File: src/rtl/io_pkg.sv
// io_pkg: shared width default and IN handshake state type for io_responder.
package io_pkg;
    localparam int DATA_W = 8;
    typedef enum logic [1:0] {
        IN_IDLE = 2'd0,
        IN_WAIT = 2'd1,
        IN_ACK  = 2'd2
    } in_state_t;
endpackage

File: src/rtl/io_fifo.sv
// io_fifo: power-of-two FIFO, no bypass, no push when full; head reads 0 while empty.
module io_fifo #(
    parameter int DATA_W = 8,
    parameter int DEPTH  = 4
) (
    input  logic                     clk,
    input  logic                     rst,
    input  logic                     push,
    input  logic [DATA_W-1:0]        din,
    input  logic                     pop,
    output logic [DATA_W-1:0]        dout,
    output logic                     full,
    output logic                     empty,
    output logic [$clog2(DEPTH):0]   count
);
    localparam int AW = $clog2(DEPTH);
    logic [DATA_W-1:0] mem [DEPTH];
    logic [AW:0] wr_ptr, rd_ptr;
    logic push_en, pop_en;
    assign count   = wr_ptr - rd_ptr;
    assign full    = count[AW];
    assign empty   = count == '0;
    assign push_en = push && !full;
    assign pop_en  = pop && !empty;
    assign dout    = empty ? '0 : mem[rd_ptr[AW-1:0]];
    always_ff @(posedge clk or posedge rst) begin
        if (rst) begin
            wr_ptr <= '0;
            rd_ptr <= '0;
        end else begin
            wr_ptr <= wr_ptr + (AW+1)'(push_en);
            rd_ptr <= rd_ptr + (AW+1)'(pop_en);
        end
    end
    always_ff @(posedge clk) begin
        if (push_en) mem[wr_ptr[AW-1:0]] <= din;
    end
endmodule

File: src/rtl/io_responder.sv
// io_responder: OUT/IN byte buffering between CPU handshake and external streams.
// Optional internal TX->RX loopback with IO_RESPONDER_LOOPBACK_EN.
module io_responder #(
    parameter int DATA_W = io_pkg::DATA_W,
    parameter int DEPTH  = 4
) (
    input  logic                     clk,
    input  logic                     rst,
`ifdef IO_RESPONDER_LOOPBACK_EN
    input  logic                     loopback,
`endif
    input  logic                     cpu_out_valid,
    input  logic [DATA_W-1:0]        cpu_out_data,
    output logic                     cpu_out_ready,
    input  logic                     cpu_in_req,
    output logic [DATA_W-1:0]        cpu_in_data,
    output logic                     cpu_in_ack,
    output logic                     ext_tx_valid,
    output logic [DATA_W-1:0]        ext_tx_data,
    input  logic                     ext_tx_ready,
    input  logic                     ext_rx_valid,
    input  logic [DATA_W-1:0]        ext_rx_data,
    output logic                     ext_rx_ready,
    output logic [$clog2(DEPTH):0]   tx_count,
    output logic [$clog2(DEPTH):0]   rx_count
);
    import io_pkg::*;
    in_state_t state, state_nx;
    logic lb;
    logic tx_full, tx_empty, rx_full, rx_empty;
    logic tx_pop, rx_push, rx_pop;
    logic [DATA_W-1:0] tx_head, rx_head, rx_din;
`ifdef IO_RESPONDER_LOOPBACK_EN
    // registered so the mode select never reaches an output combinationally
    always_ff @(posedge clk or posedge rst) begin
        if (rst) lb <= 1'b0;
        else lb <= loopback;
    end
`else
    assign lb = 1'b0;
`endif
    assign tx_pop  = !tx_empty && (lb ? !rx_full : ext_tx_ready);
    assign rx_push = lb ? !tx_empty : ext_rx_valid;
    assign rx_din  = lb ? tx_head : ext_rx_data;
    assign rx_pop  = !rx_empty && (state == IN_WAIT || (state == IN_IDLE && cpu_in_req));
    assign cpu_out_ready = !tx_full;
    assign ext_tx_valid  = !tx_empty && !lb;
    assign ext_tx_data   = tx_head;
    assign ext_rx_ready  = !rx_full && !lb;
    assign cpu_in_ack    = state == IN_ACK;
    io_fifo #(.DATA_W(DATA_W), .DEPTH(DEPTH)) u_tx (
        .clk(clk), .rst(rst),
        .push(cpu_out_valid), .din(cpu_out_data),
        .pop(tx_pop), .dout(tx_head),
        .full(tx_full), .empty(tx_empty), .count(tx_count)
    );
    io_fifo #(.DATA_W(DATA_W), .DEPTH(DEPTH)) u_rx (
        .clk(clk), .rst(rst),
        .push(rx_push), .din(rx_din),
        .pop(rx_pop), .dout(rx_head),
        .full(rx_full), .empty(rx_empty), .count(rx_count)
    );
    always_comb begin
        state_nx = state == IN_ACK ? IN_IDLE
                 : rx_pop ? IN_ACK
                 : (state == IN_IDLE && cpu_in_req) ? IN_WAIT
                 : state;
    end
    always_ff @(posedge clk or posedge rst) begin
        if (rst) begin
            state       <= IN_IDLE;
            cpu_in_data <= '0;
        end else begin
            state <= state_nx;
            if (rx_pop) cpu_in_data <= rx_head;
        end
    end
endmodule

File: config.mk
export PLATFORM = sky130hd
export DESIGN_NAME = io_responder
export DESIGN_NICKNAME = d
export VERILOG_FILES = /design/src/rtl/io_pkg.sv /design/src/rtl/io_fifo.sv /design/src/rtl/io_responder.sv
export SDC_FILE = /design/constraint.sdc
export NUM_CORES = 1
export LEC_CHECK = 0
export BUFFER_PORTS_ARGS = -buffer_cell sky130_fd_sc_hd__buf_2
export CAP_MARGIN = 20
export CORE_UTILIZATION = 38
export DETAILED_ROUTE_END_ITERATION = 10
export GPL_TIMING_DRIVEN = 0
export PLACE_DENSITY = 0.57
export SLEW_MARGIN = 20
export SYNTH_ARGS = -nofsm -noshare
export SYNTH_HDL_FRONTEND = slang
export SYNTH_SLANG_ARGS = --single-unit
File: constraint.sdc
create_clock -name clk -period 6.6 [get_ports clk]
set_input_delay 1.32 -clock clk [delete_from_list [all_inputs] [get_ports clk]]
set_output_delay 1.32 -clock clk [all_outputs]
set_load 0.01 [all_outputs]
Word level (Yosys, flattened, before mapping)
Memory sizes are Yosys's and may differ from the RTL's. A register that Yosys moved wholly into a read port is not among the register bits. Cells that the tools add are included.

Add/sub/neg operators: 6. Eq/ne operators: 2. Multiplexer cells: 8. Reduce and logical (&&, ||, !) cells: 16.

Operator list (number): $add 3x1->3 (4); $mux 8 (1); $logic_and 1x1->1 (7); $logic_not 3->1 (2); $mux 2 (3); $sub 3x3->3 (2); $logic_not 1->1 (4); $mux 1 (4); $reduce_bool 3->1 (1); $eq 2x1->1 const B (1); $eq 2x2->1 const B (1); $logic_not 2->1 (1); $logic_or 1x1->1 (1).

Register bits: 14. Memory bits (writable): 64. Input bits: 22. Output and inout port bits: 26. Memories: 2.

Memory list: u_rx.mem (depth 4, width 8, read ports 1, clocked after Yosys merged registers in 1, write ports 1, line io_fifo.sv:17) `logic [DATA_W-1:0] mem [DEPTH];`; u_tx.mem (depth 4, width 8, read ports 1, clocked after Yosys merged registers in 0, write ports 1, line io_fifo.sv:17).

Longest topological paths before layout
Gate-level depths: netlist of run 1.

Word-level depth: 6. Depth in mapped cells: 10. Mapped depth without buffers: 9.

Modules after synthesis
A second synthesis of run 1 with hierarchy kept.

Cell total of the unflattened synthesis: 197. Area, all modules: 3627.2 µm².

Modules (own cells, without submodules): io_fifo (u_rx) (instances 1, cells an instance 83, area an instance 1596.5 µm², seq. area each 1111.1 µm²); io_fifo (u_tx) (instances 1, cells an instance 83, area an instance 1592.8 µm², seq. area each 1111.1 µm²); io_responder (instances 1, cells an instance 31, area an instance 437.9 µm², seq. area each 250.2 µm²).

Worst setup path after synthesis of run 1
No wires, ideal clock.

Path type: flip-flop to output port. From: register u_tx.wr_ptr[0]. To: output ext_tx_data[0]. Arrival time: 1850 ps. Data required time: 5280 ps. Slack: 3430 ps. Stages on the path, launching flop included: 8. Path buffers: 1. Path through: dfrtp_1 > inv_1 > ha_1 > fa_1 > xnor3_1 > and3_1 > clkbuf_1 > nor2b_1.

Cells in the longest elaborated chain, start to end: 3.

Ends and longest elaborated chain: from (decl) (line io_fifo.sv:18) `logic [AW:0] wr_ptr, rd_ptr;`; from (signal assigned) (line io_fifo.sv:31) `wr_ptr <= wr_ptr + (AW+1)'(push_en);`; $sub 3x3->3 (line io_fifo.sv:20) `assign count = wr_ptr - rd_ptr;`; $logic_not 3->1 (line io_fifo.sv:22) `assign empty = count == '0;`; $mux 8 (line io_fifo.sv:25) `assign dout = empty ? '0 : mem[rd_ptr[AW-1:0]];`; to (decl) (line io_responder.sv:19) `output logic [DATA_W-1:0] ext_tx_data,`.

No other way between the ends.

Final worst setup path of run 1
From: register u_tx.wr_ptr[0]. To: output ext_tx_data[6].

Same word-level chain as after synthesis.

==> impl_results.md, run 1 <==
- Outcome: finished, final reports clean
- Max-cap viol count: 0
- Sequential share of the synthesized area: approximately 72%
- Mapped Nets: approximately 210
- Starting DRT DRC Count: 54
- Worst setup path class: flop to output port
- GRT Overall Usage: between 10% and 20%
- Yosys reg bits: between 80 and 90
- Largest area contributor in the netlist: edfxtp_1
- RSZ-0062 raised after global routing: no
- FILL cells: 758
- Placed inst area: about 3800 um^2
- Clock-pin slew on the worst setup and hold paths: 80 ps
- Yosys warns: 0
- Post-Synth Adder-Cell Area: under 10%
- Largest net degree at the start of global routing: 23
- Post-Syn Instances: between 150 and 200
- Critical Path End Type: output port
- Main combinational cell family by area after synthesis: multiplexers
- Drt wl/cell: about 16 um
- Worst path required time: about 5300 ps
- Class of the worst hold path: flop to flop
- Post-Route WL: between 5 and 6 mm
- Worst Skew: 6.634 ps
- Power Density: around 530 nW/um^2
- DRC: 0
- Top cell type's share of synthesized area: 56.04%
- Post-DP HPWL: about 3.7 mm
- H-tree Lvls: 3
- Die Span Y: 97 um
- Clk root buf: clkbuf_8
- Later-pin clock latency in the skew report: between 300 and 400 ps
- Synth Area in Compound Gates: 1.313%
- Starting Density: between 30% and 40%
- CTS sink count: 86
- Top FF cell, synth: edfxtp_1
- Worst VDD drop: roughly 0.21 mV
- Fin. Hold Viols: 0
- Number of synthesized flops with an enable pin: 64
- Final Setup Violations: 0
- Post-synth top cells: edfxtp_1, dfrtp_1, mux4_2, inv_1, ha_1
- Initial antenna violation count: 0
- Setup TNS: 0 ps
- Slew Limit Fails: 0
- Worst-Margin Slew: around 860 ps
- Post-synthesis cell type count: 22
- Mux cell area share after synthesis: a little over an eighth
- Final #Nets: 270
- Static leakage: between 0.0015 and 0.002 uW
- Count of cells resized by post-cts repair: 0
- First-pass GRT wire length: 8.942 mm
- Hold Buf Count CTS: 0
- FMAX: ~260 MHz
- CTS tree: yes
- Syn avg cell area: ~19 um^2
- Core ar.: 8721 um^2
- Die area: 9409 um^2
- Die width: approximately 97 um
- Crit path max fanout: 10
- Gr ovfl total: 0
- Final Wtd Congestion: ~0.65
- Hold Slack: 478.2 ps
- Total vias in the final route: approximately 1,700
- Area growth from synthesis to layout: 16.71%
- Simple-gate share of the synthesized area: about 3.6%
- # diodes: 0
- Xor/xnor share of the synthesized area: 2.371%
- WP data arrival: about 2600 ps
- Vias in the first global route: 1,734
- Detail Route Antenna Nets: 0
- Max-slew headroom: 42.30%
- Most common cell in the netlist: edfxtp_1
- Initial DRT Pass Iterations: 4
- Port Buffers: 47
- Cts bufs inserted: 9
- Share of cells above drive strength 1: 39.83%
- Fin crit share: 58.99%
- Post-layout min period: 3893 ps
- Clock tree buffer depth: 2
- Synth area leaders: edfxtp_1, dfrtp_1, mux4_2
- Num ports: 48
- Mapped Area: roughly 3400 um^2
- Vias per inst: 4.808
- Synth async-reset ratio: between 20% and 30%
- Setup Fix Bufs, Post-CTS: 0
- Startpoint Class: flop
- Final instance area: about 4000 um^2
- Rows: 34
[routing by layer]
metal / share of wire [%] / vias to the layer above / GRT usage, %
met4: 1.0 / 0 / 3.789
met3: 4.6 / 6 / 5.275
li1: - / 785 / -
met5: 0 / - / 0
met1: 41 / 849 / 14.81
met2: 53 / 38 / 22.05
[through the flow]
| step | util (%) | power, uW | instances | worst slack [ps] |
|---|---|---|---|---|
| 2_1_floorplan | - | 1494 | 178 | 3430 |
| 3_3_place_gp | 43.57 | 1793 | 333 | 3093 |
| 3_5_place_dp | 43.92 | 1827 | 333 | 3033 |
| 4_1_cts | 45.90 | 2148 | 349 | 2639 |
| 5_1_grt | 45.90 | 2262 | 349 | 2481 |
| 6_report | 45.90 | 2103 | 349 | 2707 |
[cell families after synthesis]
kind of cell	count (synthesis)
compound gates	4
xor+xnor	6
fa+ha+maj	12
buf+inv	22
flops	86
mux	24
simple gates	24
[flip-flops by register name (all words and copies together) (netlist names)]
signal,cells
cpu_in_data,8
state,2
u_rx.mem,32
u_rx.rd_ptr,3
u_rx.wr_ptr,3
u_tx.mem,32
u_tx.rd_ptr,3
u_tx.wr_ptr,3
[cells in the final DEF (no fill, tap or decap), drive strengths merged]
cell / n
mux4: 16
nand2: 2
edfxtp: 64
nand3: 2
xor2: 4
inv: 17
a41oi: 1
and3: 1
ha: 10
mux2: 8
a21oi: 2
dfrtp: 22
clkinv: 2
xnor3: 2
a311oi: 1
nor3: 6
nor2: 4
fa: 2
clkinvlp: 3
nor2b: 9
clkbuf: 11
buf: 52
[where the power goes]
part | switching [uW] | internal [uW] | total (uW)
Clock | 181 | 137 | 318
Sequential | 74.4 | 765 | 839
Combinational | 501 | 445 | 946
Total | 757 | 1350 | 2100
[worst max-delay path: stages (launching register included)]
cell and delay, ps:
dfrtp_1 410, inv_1 110, ha_1 200, fa_1 370, xnor3_1 320, and3_1 180, clkbuf_1 380, nor2b_1 110
buf_2 160
[cell type report]
type / instances / area [um^2] / share of cell area, %
tap: 108 / 135.1 / 3.376
clock buffer: 9 / 123.9 / 3.095
timing repair buffer: 47 / 235.2 / 5.877
buffer: 7 / 33.78 / 0.8440
multi-input combinational: 70 / 897.1 / 22.41
sequential: 86 / 2472 / 61.77
clock inverter: 7 / 48.80 / 1.219
inverter: 15 / 56.30 / 1.407
[worst paths after layout]
kind / end / slack (ps) / startpoint / cells after the start
max: ext_tx_data[6] / 2710 / u_tx.wr_ptr[0]$_DFF_PP0_ / 8
min: u_rx.rd_ptr[2]$_DFF_PP0_ / 480 / u_rx.rd_ptr[2]$_DFF_PP0_ / 1
max reg2reg: u_rx.rd_ptr[2]$_DFF_PP0_ / 3870 / u_rx.wr_ptr[0]$_DFF_PP0_ / 8
min reg2reg: u_rx.rd_ptr[2]$_DFF_PP0_ / 480 / u_rx.rd_ptr[2]$_DFF_PP0_ / 1
max in group asynchronous: cpu_in_data[2]$_DFFE_PP0P_ / 4910 / rst / 2
min in group asynchronous: cpu_in_data[4]$_DFFE_PP0P_ / 1150 / rst / 2
No activity file was read; power rests on OpenSTA's default activity.
==> run 2: changes to the inputs <==
--- a/config.mk
+++ b/config.mk
@@ -5,12 +5,13 @@
 export SDC_FILE = /design/constraint.sdc
 export NUM_CORES = 1
 export LEC_CHECK = 0
+export ABC_AREA = 1
 export BUFFER_PORTS_ARGS = -buffer_cell sky130_fd_sc_hd__buf_2
 export CAP_MARGIN = 20
 export CORE_UTILIZATION = 38
 export DETAILED_ROUTE_END_ITERATION = 10
 export GPL_TIMING_DRIVEN = 0
-export PLACE_DENSITY = 0.57
+export PLACE_DENSITY = 0.58
 export SLEW_MARGIN = 20
 export SYNTH_ARGS = -nofsm -noshare
 export SYNTH_HDL_FRONTEND = slang
==> constraint.sdc (replaced) <==
create_clock -name clk -period 3.22 [get_ports clk]
set_input_delay 0.644 -clock clk [delete_from_list [all_inputs] [get_ports clk]]
set_output_delay 0.644 -clock clk [all_outputs]
set_load 0.01 [all_outputs]
==> run 2 against run 1 <==
Net effect:
- combinational power increased by 120%
- first-iteration DRC count grew 20%
- largest cell class unchanged
- synthesized cell count rose by 87%
- global-route usage up 1.5 points
- largest power group unchanged
- sequential power grew 110%
- hold slack worse by 41 ps
- total power grew 120%
==> impl_results.md, run 2 <==
- Int Pwr: around 2700 uW
- Worst Slack Setup Final: approximately 360 ps
- Yosys reg bits: 86
- CTS sink count: 86
- Class of the worst hold path: input port to asynchronous set/reset pin
- Fin crit share: between 80% and 90%
- Hold Buf Count CTS: 0
- Syn avg cell area: approximately 11 um^2
- Mapped Nets: around 370
- Count of cells resized by post-cts repair: 0
- Post-DP HPWL: roughly 4.6 mm
- Vias per inst: between 4 and 5
- Later-pin clock latency in the skew report: between 300 and 400 ps
- Pre-CTS setup slack: 608.6 ps
- Worst setup path class: flop to output port
- Top FF cell, synth: edfxtp_1
- Top cell type's share of synthesized area: around 52%
- Post-Syn Instances: between 300 and 400
- Setup Fix Bufs, Post-CTS: 0
- Initial antenna violation count: 0
- Delay-heaviest family, CP: adder cells
- Final Wtd Congestion: roughly 0.70
- Worst path required time: around 2600 ps
- Area growth from synthesis to layout: 17.08%
- Startpoint Class: flop
- Drt wl/cell: about 13 um
- Synth async-reset ratio: between 20% and 30%
- Total power: approximately 4600 uW
- Final Setup Violations: 0
- Slowest cell delay on critical path: 500 ps
- Post-Route WL: ~6.6 mm
- Sequential share of the synthesized area: around two thirds
- Sw Share: around 41%
- Synth area leaders: edfxtp_1, dfrtp_1, nand2_1
- Worst Path Buf+Inv: 3
- Clock tree buffer depth: 2
- Max-cap viol count: 0
- Worst-Margin Slew: a little over 800 ps
- Hold Slack: roughly 440 ps
- Clk root buf: clkbuf_8
- Crit path max fanout: 10
- H-tree Lvls: 3
- GRT Overall Usage: about 14%
- Max-slew headroom: roughly 45%
- Clk pwr share: 17.4%
- Worst Skew: 15.62 ps
- Starting DRT DRC Count: 65
- Post-synthesis cell type count: 23
- Reg2Reg Depth: 6
- Rows: 35
- Port Buffers: 47
- Die area: 10,110 um^2
- Power Density: approximately 1100 nW/um^2
- Worst VDD drop: around 0.42 mV
- Die Span Y: just over 100 um
- Placed inst area: between 4000 and 5000 um^2
- Share of cells above drive strength 1: between 20% and 30%
- Final #Nets: about 420
- Yosys warns: 0
- Post-layout min period: 2858 ps
- First-pass GRT wire length: approximately 11 mm
- FMAX: between 300 and 400 MHz
- Cell Chain, Critical Path: inv_1, ha_1, fa_1, nand2_1, nand3b_2, nand2_1, inv_1, buf_2
- Clock-pin slew on the worst setup and hold paths: ~90 ps
- Starting Density: 39.58%
- DRC: 0
- Final instance area: between 4000 and 5000 um^2
- Largest net degree at the start of global routing: 23
- Critical Path End Type: output port
- WP data arrival: approximately 2200 ps
- Initial DRT Pass Iterations: 4
- Gr ovfl total: 0
- Outcome: finished, final reports clean
- Fin. Hold Viols: 0
- Commonest non-fill, non-tap cells in the layout: nand2_1, edfxtp_1, buf_2
- Setup TNS: 0 ps
- CTS tree: yes
- RSZ-0062 raised after global routing: no
- Psw: between 1500 and 2000 uW
- Crit-path slowest cell: fa_1
- # diodes: 0
- Largest area contributor in the netlist: edfxtp_1
- Num ports: 48
- Static leakage: roughly 0.002 uW
- Most common cell in the netlist: nand2_1
- CP Depth: 8
- Total vias in the final route: between 2,000 and 2,500
- Comb power frac: about 45%
- Post-synth top cells: nand2_1, edfxtp_1, inv_1, nor2_1, dfrtp_1
- Slew Limit Fails: 0
- Detail Route Antenna Nets: 0
- Die width: 100.6 um
- Cts bufs inserted: 9
- Mapped Area: 3692 um^2
- Commonest non-fill, non-tap cell in the layout: nand2_1
- Number of synthesized flops with an enable pin: 64
- Vias in the first global route: roughly 2,200
- Power share of the sequential group: between 30% and 40%
- Core ar.: around 9300 um^2
## run 2: cell count changes in the layout (fill, tap and decap cells not counted), sizes merged, moves of 9 or more
| cell | delta |
|---|---|
| nand2 | +73 |
| nor2 | +42 |
| inv | +33 |
| o21ai | +25 |
| mux4 | -16 |
| nand3 | +9 |
| nor2b | -9 |
## run 2: through the flow
step	util [%]	instances
after floorplan	-	332
after global placement	43.84	508
after detailed placement	44.05	508
after CTS	46.34	524
after global routing	46.34	524
final	46.34	524
## run 2: area by class of cell
| cell class | instances | area [um^2] |
|---|---|---|
| clock buffers | 9 | 123.9 |
| repair buffers | 47 | 235.2 |
| flip-flops and latches | 86 | 2472 |
| clock inverters | 7 | 90.09 |
| multi-input cells | 189 | 998.5 |
| plain buffers | 10 | 65.06 |
| inverters | 47 | 176.4 |
| fillers | 889 | 5005 |
| well taps | 129 | 161.4 |
## run 2: cells by family (layout without fill, tap and decap cells)
family / Yosys count / count (layout) / synth area share, %
xor+xnor: 6 / 6 / 1.423
compound gates: 34 / 34 / 5.151
flops: 86 / 86 / 66.96
fa+ha+maj: 12 / 12 / 4.473
buf+inv: 57 / 120 / 6.540
simple gates: 137 / 137 / 15.45
## run 2: power by group through the flow
stage	sequential, uW	clock (uW)	combinational [uW]
floorplan	1720	0	1420
global placement	1740	0	2050
detailed placement	1750	0	2110
CTS	1720	815	2110
global route	1760	854	2370
finish	1720	796	2050
## run 2: path summary, 6_finish.rpt
check,from,end,slack [ps]
worst max-delay path,u_tx.wr_ptr[0]$_DFF_PP0_,ext_tx_data[0],360
worst min-delay path,rst,u_rx.wr_ptr[1]$_DFF_PP0_,440
worst max register to register,u_rx.wr_ptr[0]$_DFF_PP0_,u_rx.mem[2][1]$_DFFE_PP_,620
worst min register to register,cpu_in_data[4]$_DFFE_PP0P_,cpu_in_data[4]$_DFFE_PP0P_,470
max in group asynchronous,rst,u_tx.rd_ptr[2]$_DFF_PP0_,2260
min in group clk,cpu_in_data[4]$_DFFE_PP0P_,cpu_in_data[4]$_DFFE_PP0P_,470
## run 2: routing by layer
metal  vias up  track usage [%]  share of wire [%]
li1       1199                -                  -
met1      1045            16.97                 45
met2        41            25.13                 50
met3         9            2.705                2.8
met4         0            7.358                1.8
met5         -                0                  0
==> run 3: changes to the inputs <==
--- a/config.mk
+++ b/config.mk
@@ -8,10 +8,11 @@
 export ABC_AREA = 1
 export BUFFER_PORTS_ARGS = -buffer_cell sky130_fd_sc_hd__buf_2
 export CAP_MARGIN = 20
-export CORE_UTILIZATION = 38
+export CORE_UTILIZATION = 35
+export CTS_CLUSTER_DIAMETER = 100
 export DETAILED_ROUTE_END_ITERATION = 10
 export GPL_TIMING_DRIVEN = 0
-export PLACE_DENSITY = 0.58
+export PLACE_DENSITY = 0.55
 export SLEW_MARGIN = 20
 export SYNTH_ARGS = -nofsm -noshare
 export SYNTH_HDL_FRONTEND = slang
==> run 3 against run 2 <==
Net effect:
- combinational power about the same
- sequential power about the same
- highest routed layer unchanged
- design area decreased by 0.87%
==> impl_results.md, run 3 (same netlist as run 2, synthesis figures left out) <==
- Vias per inst: about 4.4
- # diodes: 0
- Final #Nets: around 420
- WP data arrival: approximately 2200 ps
- Rows: 37
- Share of cells above drive strength 1: between 20% and 30%
- FMAX: roughly 350 MHz
- Clock-pin slew on the worst setup and hold paths: ~80 ps
- Die area: about 11,000 um^2
- Final Setup Violations: 0
- Starting DRT DRC Count: 83
- CTS sink count: 86
- Core ar.: 10,280 um^2
- Cts bufs inserted: 9
- Final instance area: between 4000 and 5000 um^2
- Max-cap viol count: 0
- H-tree Lvls: 3
- Worst Skew: between 10 and 15 ps
- Comb power frac: a little under half
- Die Span Y: approximately 100 um
- DRC: 0
- Setup TNS: 0 ps
- Initial DRT Pass Iterations: 4
- Int Pwr: around 2600 uW
- Hold Buf Count CTS: 0
- Clk root buf: clkbuf_8
- Outcome: finished, final reports clean
- Setup crit start: u_tx.wr_ptr[0]$_DFF_PP0_
- Class of the worst hold path: input port to asynchronous set/reset pin
- Commonest non-fill, non-tap cells in the layout: nand2_1, edfxtp_1, buf_2
- Starting Density: between 30% and 40%
- Worst VDD drop: slightly below 0.6 mV
- Initial antenna violation count: 0
- Worst setup path class: flop to output port
- Fin. Hold Viols: 0
- Count of cells resized by post-cts repair: 0
- Clock tree buffer depth: 2
- Max-slew headroom: between 40% and 50%
- Largest net degree at the start of global routing: 23
- Power share of the sequential group: about two fifths
- Power Density: slightly above 1000 nW/um^2
- Psw: about 1800 uW
- RSZ-0062 raised after global routing: no
- Critical Path End Type: output port
- Sw Share: 41.28%
- CTS tree: yes
- Static leakage: about 0.0019 uW
- Later-pin clock latency in the skew report: approximately 350 ps
- Slew Limit Fails: 0
- Multi-input gate area: about 1000 um^2
- Commonest non-fill, non-tap cell in the layout: nand2_1
- Final Wtd Congestion: a little over 0.7
- Post-Route WL: 6.798 mm
- Startpoint Class: flop
- First-pass GRT wire length: between 10 and 15 mm
- Setup Fix Bufs, Post-CTS: 0
- Worst-Margin Slew: 850.8 ps
- Gr ovfl total: 0
- Clk pwr share: around 15%
- Total vias in the final route: 2,328
- Post-DP HPWL: about 4.6 mm
- Worst r2r src: u_rx.wr_ptr[0]$_DFF_PP0_
- Port Buffers: 47
- Detail Route Antenna Nets: 0
- Crit path max fanout: 10
- GRT Overall Usage: between 10% and 20%
- Fin crit share: between 80% and 90%
- Die width: 104.7 um
- Vias in the first global route: around 2,300
- Drt wl/cell: 12.80 um
- FILL cells: roughly 1,000
- Worst path required time: ~2600 ps
- Num ports: 48
- Area growth from synthesis to layout: 16.06%
- Slack of the worst reg-to-reg path: between 500 and 600 ps
- Post-layout min period: between 2000 and 3000 ps
- Register area: around 2500 um^2
- Placed inst area: approximately 4000 um^2
- Hold Slack: ~450 ps
## run 3: cell count changes in the layout (fill, tap and decap cells not counted), sizes merged
cell	previous run	this run
inv	50	47
clkbuf	9	11
clkinvlp	2	0
bufinv	1	0
clkinv	1	5
## run 3: cell type report
type                    instances  area share [%]
plain buffers                  10           1.518
clock buffers                  11           3.066
clock inverters                 5          0.8467
inverters                      47           4.117
multi-input cells             189           23.30
flip-flops and latches         86           57.69
well taps                     136           3.971
repair buffers                 47           5.489
## run 3: layer usage
metal,vias to the layer above,GRT usage [%],share of wire (%)
met1,1061,16.27,44
met3,14,2.994,3.8
met4,0,5.131,2.0
li1,1199,-,-
met5,-,0,0
met2,54,23.94,50
## run 3: worst paths after layout
| path | end | cells past startpoint |
|---|---|---|
| worst max register to register | u_rx.mem[0][2]$_DFFE_PP_ | 6 |
| min in group clk | cpu_in_data[5]$_DFFE_PP0P_ | 2 |
| worst min-delay path | u_tx.rd_ptr[2]$_DFF_PP0_ | 2 |
| max in group asynchronous | u_tx.wr_ptr[0]$_DFF_PP0_ | 2 |
| worst min register to register | cpu_in_data[5]$_DFFE_PP0P_ | 2 |
| worst max-delay path | ext_tx_data[1] | 8 |
## run 3: metrics by stage
step                      instances  utilization, %  worst slack [ps]  total power, uW
after floorplan                 332               -             884.3             3142
after global placement          515           39.87             248.8             3802
after detailed placement        515           40.07             568.5             3867
after CTS                       531           41.70             321.4             4529
after global routing            531           41.70             224.0             4875
final                           531           41.70             382.0             4436
## run 3: power by group through the flow
stage                     clock (uW)  combinational [uW]  sequential (uW)
after floorplan                    0                1420             1720
after global placement             0                2060             1740
after detailed placement           0                2120             1750
after CTS                        684                2120             1730
after global routing             724                2390             1760
final                            651                2060             1720
## run 3: worst max-delay path: stages, from the launching register on
cell      delay, ps
dfrtp_1         390
inv_1            90
ha_1            190
fa_1            490
nand2_1          50
nand3b_2        330
nand2_1         140
inv_1            40
buf_2           130
